**config.mk**
```make
export PLATFORM = sky130hd
export DESIGN_NAME = ahb_timer
export DESIGN_NICKNAME = d
export VERILOG_FILES = /design/src/rtl/ahb_timer.sv
export SDC_FILE = /design/constraint.sdc
export NUM_CORES = 1
export LEC_CHECK = 0
export BUFFER_PORTS_ARGS = -buffer_cell sky130_fd_sc_hd__buf_2
export CAP_MARGIN = 40
export CELL_PAD_IN_SITES_DETAIL_PLACEMENT = 1
export CELL_PAD_IN_SITES_GLOBAL_PLACEMENT = 2
export CORE_AREA = 2 2 122 124
export CTS_BUF_LIST = sky130_fd_sc_hd__clkbuf_4 sky130_fd_sc_hd__clkbuf_8
export DETAILED_ROUTE_END_ITERATION = 16
export DIE_AREA = 0 0 124 126
export PLACE_DENSITY_LB_ADDON = 0.12
export SLEW_MARGIN = 15
export SYNTH_ARGS = -nofsm -noshare
export SYNTH_HDL_FRONTEND = slang
export SYNTH_SLANG_ARGS = --single-unit
```
**constraint.sdc**
```tcl
create_clock -name clock_i -period 7 [get_ports clock_i]
set_input_delay 0.35 -clock clock_i [delete_from_list [all_inputs] [get_ports clock_i]]
set_output_delay 0.35 -clock clock_i [all_outputs]
set_load 0.005 [all_outputs]
```
**src/rtl/ahb_timer.sv**
```systemverilog
// ahb_timer: AHB slave down-counting timer with a periodic or one-shot tick
// and a level interrupt.
// Build option: TIMER_PRESCALER_EN adds the PRESCALE register and the
// prescale counter. Without it, the counter ticks on every enabled clock.
// In that build PRESCALE is still a mapped register, but it reads 0 and
// ignores writes.
// Register map (HADDR[4:2]):
//   0 CTRL     [0]enable [1]auto_reload [2]irq_en
//   1 LOAD
//   2 VALUE    read-only
//   3 STATUS   [0]expired, write 1 to clear
//   4 PRESCALE
module ahb_timer #(
  parameter int          PRESCALE_W = 8,
  parameter logic [31:0] RESET_LOAD = 32'hFFFF_FFFF
) (
  input  logic        clock_i,
  input  logic        reset_i,
  input  logic        HSEL_i,
  input  logic [1:0]  HTRANS_i,
  input  logic        HWRITE_i,
  input  logic [2:0]  HSIZE_i,
  input  logic [31:0] HADDR_i,
  input  logic [31:0] HWDATA_i,
  output logic        HREADY_o,
  output logic [1:0]  HRESP_o,
  output logic [15:0] HSPLIT_o,
  output logic [31:0] HRDATA_o,
  output logic        irq_o
);

  typedef enum logic [1:0] {IDLE, ERR1, ERR2} state_e;

  localparam logic [2:0] IDX_CTRL = 3'd0, IDX_LOAD = 3'd1, IDX_VALUE = 3'd2,
                         IDX_STATUS = 3'd3, IDX_PSC = 3'd4;

  state_e          state_q;
  logic            hready_q;
  logic [1:0]      hresp_q;
  logic            dp_vld_q, dp_wr_q;
  logic [2:0]      dp_idx_q;

  logic [2:0]      ctrl_q, ctrl_d;
  logic [31:0]     load_q, load_d;
  logic [31:0]     value_q, value_d;
  logic            expired_q, expired_d;
  logic [PRESCALE_W-1:0] prescale_q;
  logic            tick;

  logic [2:0]      a_idx;
  logic            accept, illegal;
  logic            wr, wr_ctrl, wr_load, wr_status;
  logic [31:0]     rdata;

  // The upper address bits, the byte-offset bits and HTRANS[0] are
  // intentionally ignored.
  wire unused_ok = ^{HADDR_i[31:5], HADDR_i[1:0], HTRANS_i[0]};

  assign a_idx    = HADDR_i[4:2];
  assign accept   = HSEL_i & HTRANS_i[1] & hready_q;
  assign illegal  = (a_idx > IDX_PSC) | (HSIZE_i != 3'b010) |
                    (HWRITE_i & (a_idx == IDX_VALUE));

  assign HREADY_o = hready_q;
  assign HRESP_o  = hresp_q;
  assign HSPLIT_o = 16'h0000;

  // Bus FSM. An illegal transfer gets the two-cycle ERROR response and
  // never opens a data phase, so it cannot change any register.
  always_ff @(posedge clock_i or posedge reset_i) begin
    if (reset_i) begin
      state_q  <= IDLE;
      hready_q <= 1'b1;
      hresp_q  <= 2'b00;
      dp_vld_q <= 1'b0;
      dp_wr_q  <= 1'b0;
      dp_idx_q <= 3'd0;
    end else begin
      case (state_q)
        ERR1: begin
          state_q  <= ERR2;
          hready_q <= 1'b1;
          hresp_q  <= 2'b01;
          dp_vld_q <= 1'b0;
        end
        default: begin  // IDLE or ERR2; both can take a new address phase
          if (accept && illegal) begin
            state_q  <= ERR1;
            hready_q <= 1'b0;
            hresp_q  <= 2'b01;
            dp_vld_q <= 1'b0;
          end else begin
            state_q  <= IDLE;
            hready_q <= 1'b1;
            hresp_q  <= 2'b00;
            dp_vld_q <= accept;
            dp_wr_q  <= HWRITE_i;
            dp_idx_q <= a_idx;
          end
        end
      endcase
    end
  end

  assign wr        = dp_vld_q & dp_wr_q;
  assign wr_ctrl   = wr & (dp_idx_q == IDX_CTRL);
  assign wr_load   = wr & (dp_idx_q == IDX_LOAD);
  assign wr_status = wr & (dp_idx_q == IDX_STATUS);

`ifdef TIMER_PRESCALER_EN
  logic [PRESCALE_W-1:0] prescale_d, psc_q, psc_d;
  logic                  wr_psc;
  assign wr_psc = wr & (dp_idx_q == IDX_PSC);
  assign tick   = ctrl_q[0] & (psc_q == prescale_q);
`else
  assign prescale_q = '0;
  assign tick       = ctrl_q[0];
`endif

  // Timer next state. Bus writes are applied after the counter update, so
  // they take priority. The one exception is the expiry set, which beats a
  // STATUS clear in the same cycle.
  always_comb begin
    ctrl_d    = ctrl_q;
    load_d    = load_q;
    value_d   = value_q;
    expired_d = expired_q;
`ifdef TIMER_PRESCALER_EN
    prescale_d = prescale_q;
    psc_d      = psc_q;
    if (ctrl_q[0]) psc_d = tick ? '0 : psc_q + 1'b1;
`endif
    if (tick) begin
      if (value_q != 32'd0) value_d = value_q - 32'd1;
      else if (ctrl_q[1])   value_d = load_q;
      else                  ctrl_d[0] = 1'b0;
    end
    if (wr_status && HWDATA_i[0]) expired_d = 1'b0;
    if (tick && value_q == 32'd0) expired_d = 1'b1;
    if (wr_ctrl) begin
      ctrl_d = HWDATA_i[2:0];
`ifdef TIMER_PRESCALER_EN
      if (!ctrl_q[0] && HWDATA_i[0]) psc_d = '0;
`endif
    end
    if (wr_load) begin
      load_d  = HWDATA_i;
      value_d = HWDATA_i;
`ifdef TIMER_PRESCALER_EN
      psc_d   = '0;
`endif
    end
`ifdef TIMER_PRESCALER_EN
    if (wr_psc) prescale_d = HWDATA_i[PRESCALE_W-1:0];
`endif
  end

  // Timer state registers
  always_ff @(posedge clock_i or posedge reset_i) begin
    if (reset_i) begin
      ctrl_q    <= 3'd0;
      load_q    <= RESET_LOAD;
      value_q   <= RESET_LOAD;
      expired_q <= 1'b0;
`ifdef TIMER_PRESCALER_EN
      prescale_q <= '0;
      psc_q      <= '0;
`endif
    end else begin
      ctrl_q    <= ctrl_d;
      load_q    <= load_d;
      value_q   <= value_d;
      expired_q <= expired_d;
`ifdef TIMER_PRESCALER_EN
      prescale_q <= prescale_d;
      psc_q      <= psc_d;
`endif
    end
  end

  // Read mux from live registers; unused bits read 0
  always_comb begin
    case (dp_idx_q)
      IDX_CTRL:   rdata = {29'd0, ctrl_q};
      IDX_LOAD:   rdata = load_q;
      IDX_VALUE:  rdata = value_q;
      IDX_STATUS: rdata = {31'd0, expired_q};
      IDX_PSC:    rdata = 32'(prescale_q);
      default:    rdata = 32'd0;
    endcase
  end

  assign HRDATA_o = (dp_vld_q & ~dp_wr_q) ? rdata : 32'd0;
  assign irq_o    = expired_q & ctrl_q[2];

endmodule

```
==> out/metrics.yaml <==
gp_congestion: 0.798
finalNonFillerCells: 824
postRouteAntennaNets: 0
dp_slack_ns: 3.71
grt_setup_unrepaired: "no"
drive_above_1_share_pct: 30.2
numCtsBuffers: 9
overflow: 0
start_util_pct: 33.6
wl_met3_um: 557
cts_tree: "yes"
period_minus_slack_ns: 3.30
min_path_type: "input port to async pin"
critPathLaunchType: "flip-flop"
final_cell_area_sq_mm: 0.00560
drt-initial-drc-count: 238
synth_edf_count: 0
p_seq_share_pct: 48.3
cts.sinks: 77
yosysUniqueCellTypes: 63
die-width_um: 124
ys.warnings.count: 0
synth_xor_area_share_pct: 1.82
slowest_delay_ns: 0.73
synth_compound_area_share_pct: 21.0
netlist_area_sq_mm: 0.00480
p_int_uw: 866
antenna_cells: 0
min_period_over_period_pct: 47.1
syn_inst: 579
wl_met2_um: 7710
synthSimpleGateAreaFrac_pct: 24.4
drv_cap: 0
slew_violations: 0
skew_ns: 0.00949
reg2reg_slack_ns: 3.70
clk_path_buf_depth: 2
routed_wl_um: 15800
worst_path_max_delay_cell: "o41ai_2"
grt_pass1_vias: 4794
io_pins: 125
ys_ff_latch: 77
hpwl_um: 11000
grt_pass1_wl_um: 25600
dr.pass1.iters: 4
postSynth.asyncResetShare_pct: 100
final-setup-viol-count: 0
grt_max_degree: 53
power.share.clock_pct: 35.4
finalNetCount: 710
grt_antenna_before_repair: 0
relSlewSlack_pct: 45.8
critPathArrivalTime_ns: 3.60
finalHoldViolations: 0
power.leakage_uw: 0.00237
cts_setup_buffers: 0
worstPathRequired_ns: 7.30
synthMuxAreaShare_pct: 2.74
clkTransAtPathRegs_ns: 0.09
wl_per_cell_um: 19.2
outcome: "finished clean"
dp_cells: 808
reg2reg_depth: 7
path_max_fanout: 10
avgSynthCellArea_sq_um: 8.30
synth_adder_area_share_pct: 0.521
cts-htree-levels: 3
dieArea_sq_mm: 0.0156
grt_usage_pct: 21.3
port_buffers: 77
post_cts_resized: 0
peakVddDrop_mv: 0.0908
holdWs_ns: 0.118
swShare_pct: 29.0
synth_top_flop_cell: "dfstp_2"
cts_hold_buffers: 0
core_sq_mm: 0.0143
top_layer_used: "met4"
die_height_um: 126
fin_setup_tns_ns: 0
ys_seq_area_share_pct: 41.8
dpl_cell_area_sq_mm: 0.00535
path_cells: "or4_4 -> or4_1 -> o41ai_2 -> buf_4 -> and2_1 -> a21oi_1 -> o22a_1"
root_buffer: "clkbuf_8"
met1_length_um: 7370
rows: 44
areaGrowthSynthToFinish_pct: 16.5
reg2reg_to: "value_q[29]"
vias_per_cell: 5.47
synth_top_family_by_area: "simple AND/OR/NAND/NOR gates"
worst_pin_slew_ns: 0.814
fin_ws_ns: 3.70
clkLatencyLatePin_ns: 0.37
drcViolationCount: 0
comb_power_share_pct: 16.2
critPathKind: "flip-flop to flip-flop"
via_count: 4506
fmax_mhz: 303
timing.rr.start: "value_q[19]"
crit_path_end_kind: "flip-flop"
switching_power_uw: 353
power.density_mw_per_mm2: 218
[kinds of logic (layout without fill, tap and decap cells)]
group	Yosys count	count (layout)
buffers and inverters	74	119
xor gates and xnor gates	10	10
AOI/OAI and AO/OA	142	142
muxes	11	11
DFF	77	77
and+or+nand+nor	262	262
other	1	17
adders and majority gates	2	2
[stage by stage]
stage | util, % | total power [uW]
2_1_floorplan | - | 720
3_3_place_gp | 36.7 | 778
3_5_place_dp | 37.4 | 794
4_1_cts | 39.1 | 1240
5_1_grt | 39.1 | 1290
6_report | 39.1 | 1220
[worst max-delay path: cells and delay by family (launching register included)]
family / cells / cell delay, ns
AOI/OAI and AO/OA: 3 / 1.03
buffers and inverters: 1 / 0.28
and+or+nand+nor: 3 / 1.50
DFF: 1 / 0.41
[worst max path at each step]
stage                      startpoint          end  slack (ns)  cells past startpoint
after global placement    value_q[19]  value_q[21]        3.75                      6
final                     value_q[19]  value_q[29]        3.70                      7
after detailed placement  value_q[19]  value_q[29]        3.71                      7
after CTS                 value_q[19]  value_q[29]        3.68                      7
after floorplan           value_q[18]  value_q[21]        4.29                     10
after global routing      value_q[19]   value_q[3]        3.55                      7
[synth_stat cells, drive strengths merged (3+ instances only)]
master	instances	area share, %
nand2	110	8.7
nor2	78	6.1
dfstp	65	36
clkbuf	32	2.5
buf	30	4.2
a22oi	29	4.5
o21ai	25	2.6
a21oi	16	1.7
nor3	13	1.4
dfrtp	12	6.3
inv	12	0.94
nor4	12	1.6
nand3	11	1.1
o211ai	10	1.6
a211oi	9	1.4
or3	9	1.2
a31oi	7	0.91
mux2	7	1.6
xnor2	7	1.3
nor2b	6	0.78
nand2b	5	0.65
a221oi	4	0.73
a32oi	4	0.73
nand4b	4	0.73
o22a	4	0.73
a21o	3	0.47
a2bb2oi	3	0.55
a31o	3	0.55
mux2i	3	0.63
o22ai	3	0.39
o311a	3	0.63
o31ai	3	0.47
or4	3	0.55
xor2	3	0.55
[per-layer routing]
layer / global-route usage [%] / vias up
met5: 0 / -
met4: 5.68 / 0
met3: 2.67 / 11
met2: 35.7 / 88
met1: 28.9 / 2262
li1: - / 2145
[power groups by stage]
stage | logic (uW) | registers, uW | clock network [uW]
detailed placement | 199 | 595 | 0
global route | 224 | 599 | 464
finish | 198 | 589 | 432
floorplan | 161 | 559 | 0
CTS | 200 | 588 | 447
global placement | 186 | 592 | 0
[area by class of cell]
type / count / area [sq um]
fillers: 1772 / 8720
flip-flops and latches: 77 / 2010
clock buffers: 12 / 153
clock inverters: 4 / 95.1
repair buffers: 91 / 551
well taps: 184 / 230
inverters: 12 / 45.0
multi-input cells: 444 / 2510
[sequential cells by signal, summed over array words and instances, names as in the netlist]
signal,cells
ctrl_q,3
load_q,32
expired_q,1
state_q,2
HREADY_o,1
dp_idx_q,3
dp_vld_q,1
dp_wr_q,1
value_q,32
HRESP_o,1
[layout by cell type (no fill, tap or decap), types with 7 or more instances in the layout]
master,Yosys,final
a211oi_1,9,9
a21oi_1,16,16
a22oi_1,29,29
a31oi_1,7,7
buf_2,9,77
buf_4,17,11
clkbuf_8,0,10
conb_1,1,17
dfrtp_1,12,12
dfstp_2,65,65
inv_1,12,11
mux2_2,7,7
nand2_1,108,108
nand3_1,11,10
nor2_1,78,78
nor3_1,13,13
nor4_1,12,12
o211ai_1,10,10
o21ai_0,25,25
or3_1,9,8
xnor2_1,7,7
(Power assumes the default switching activity.)
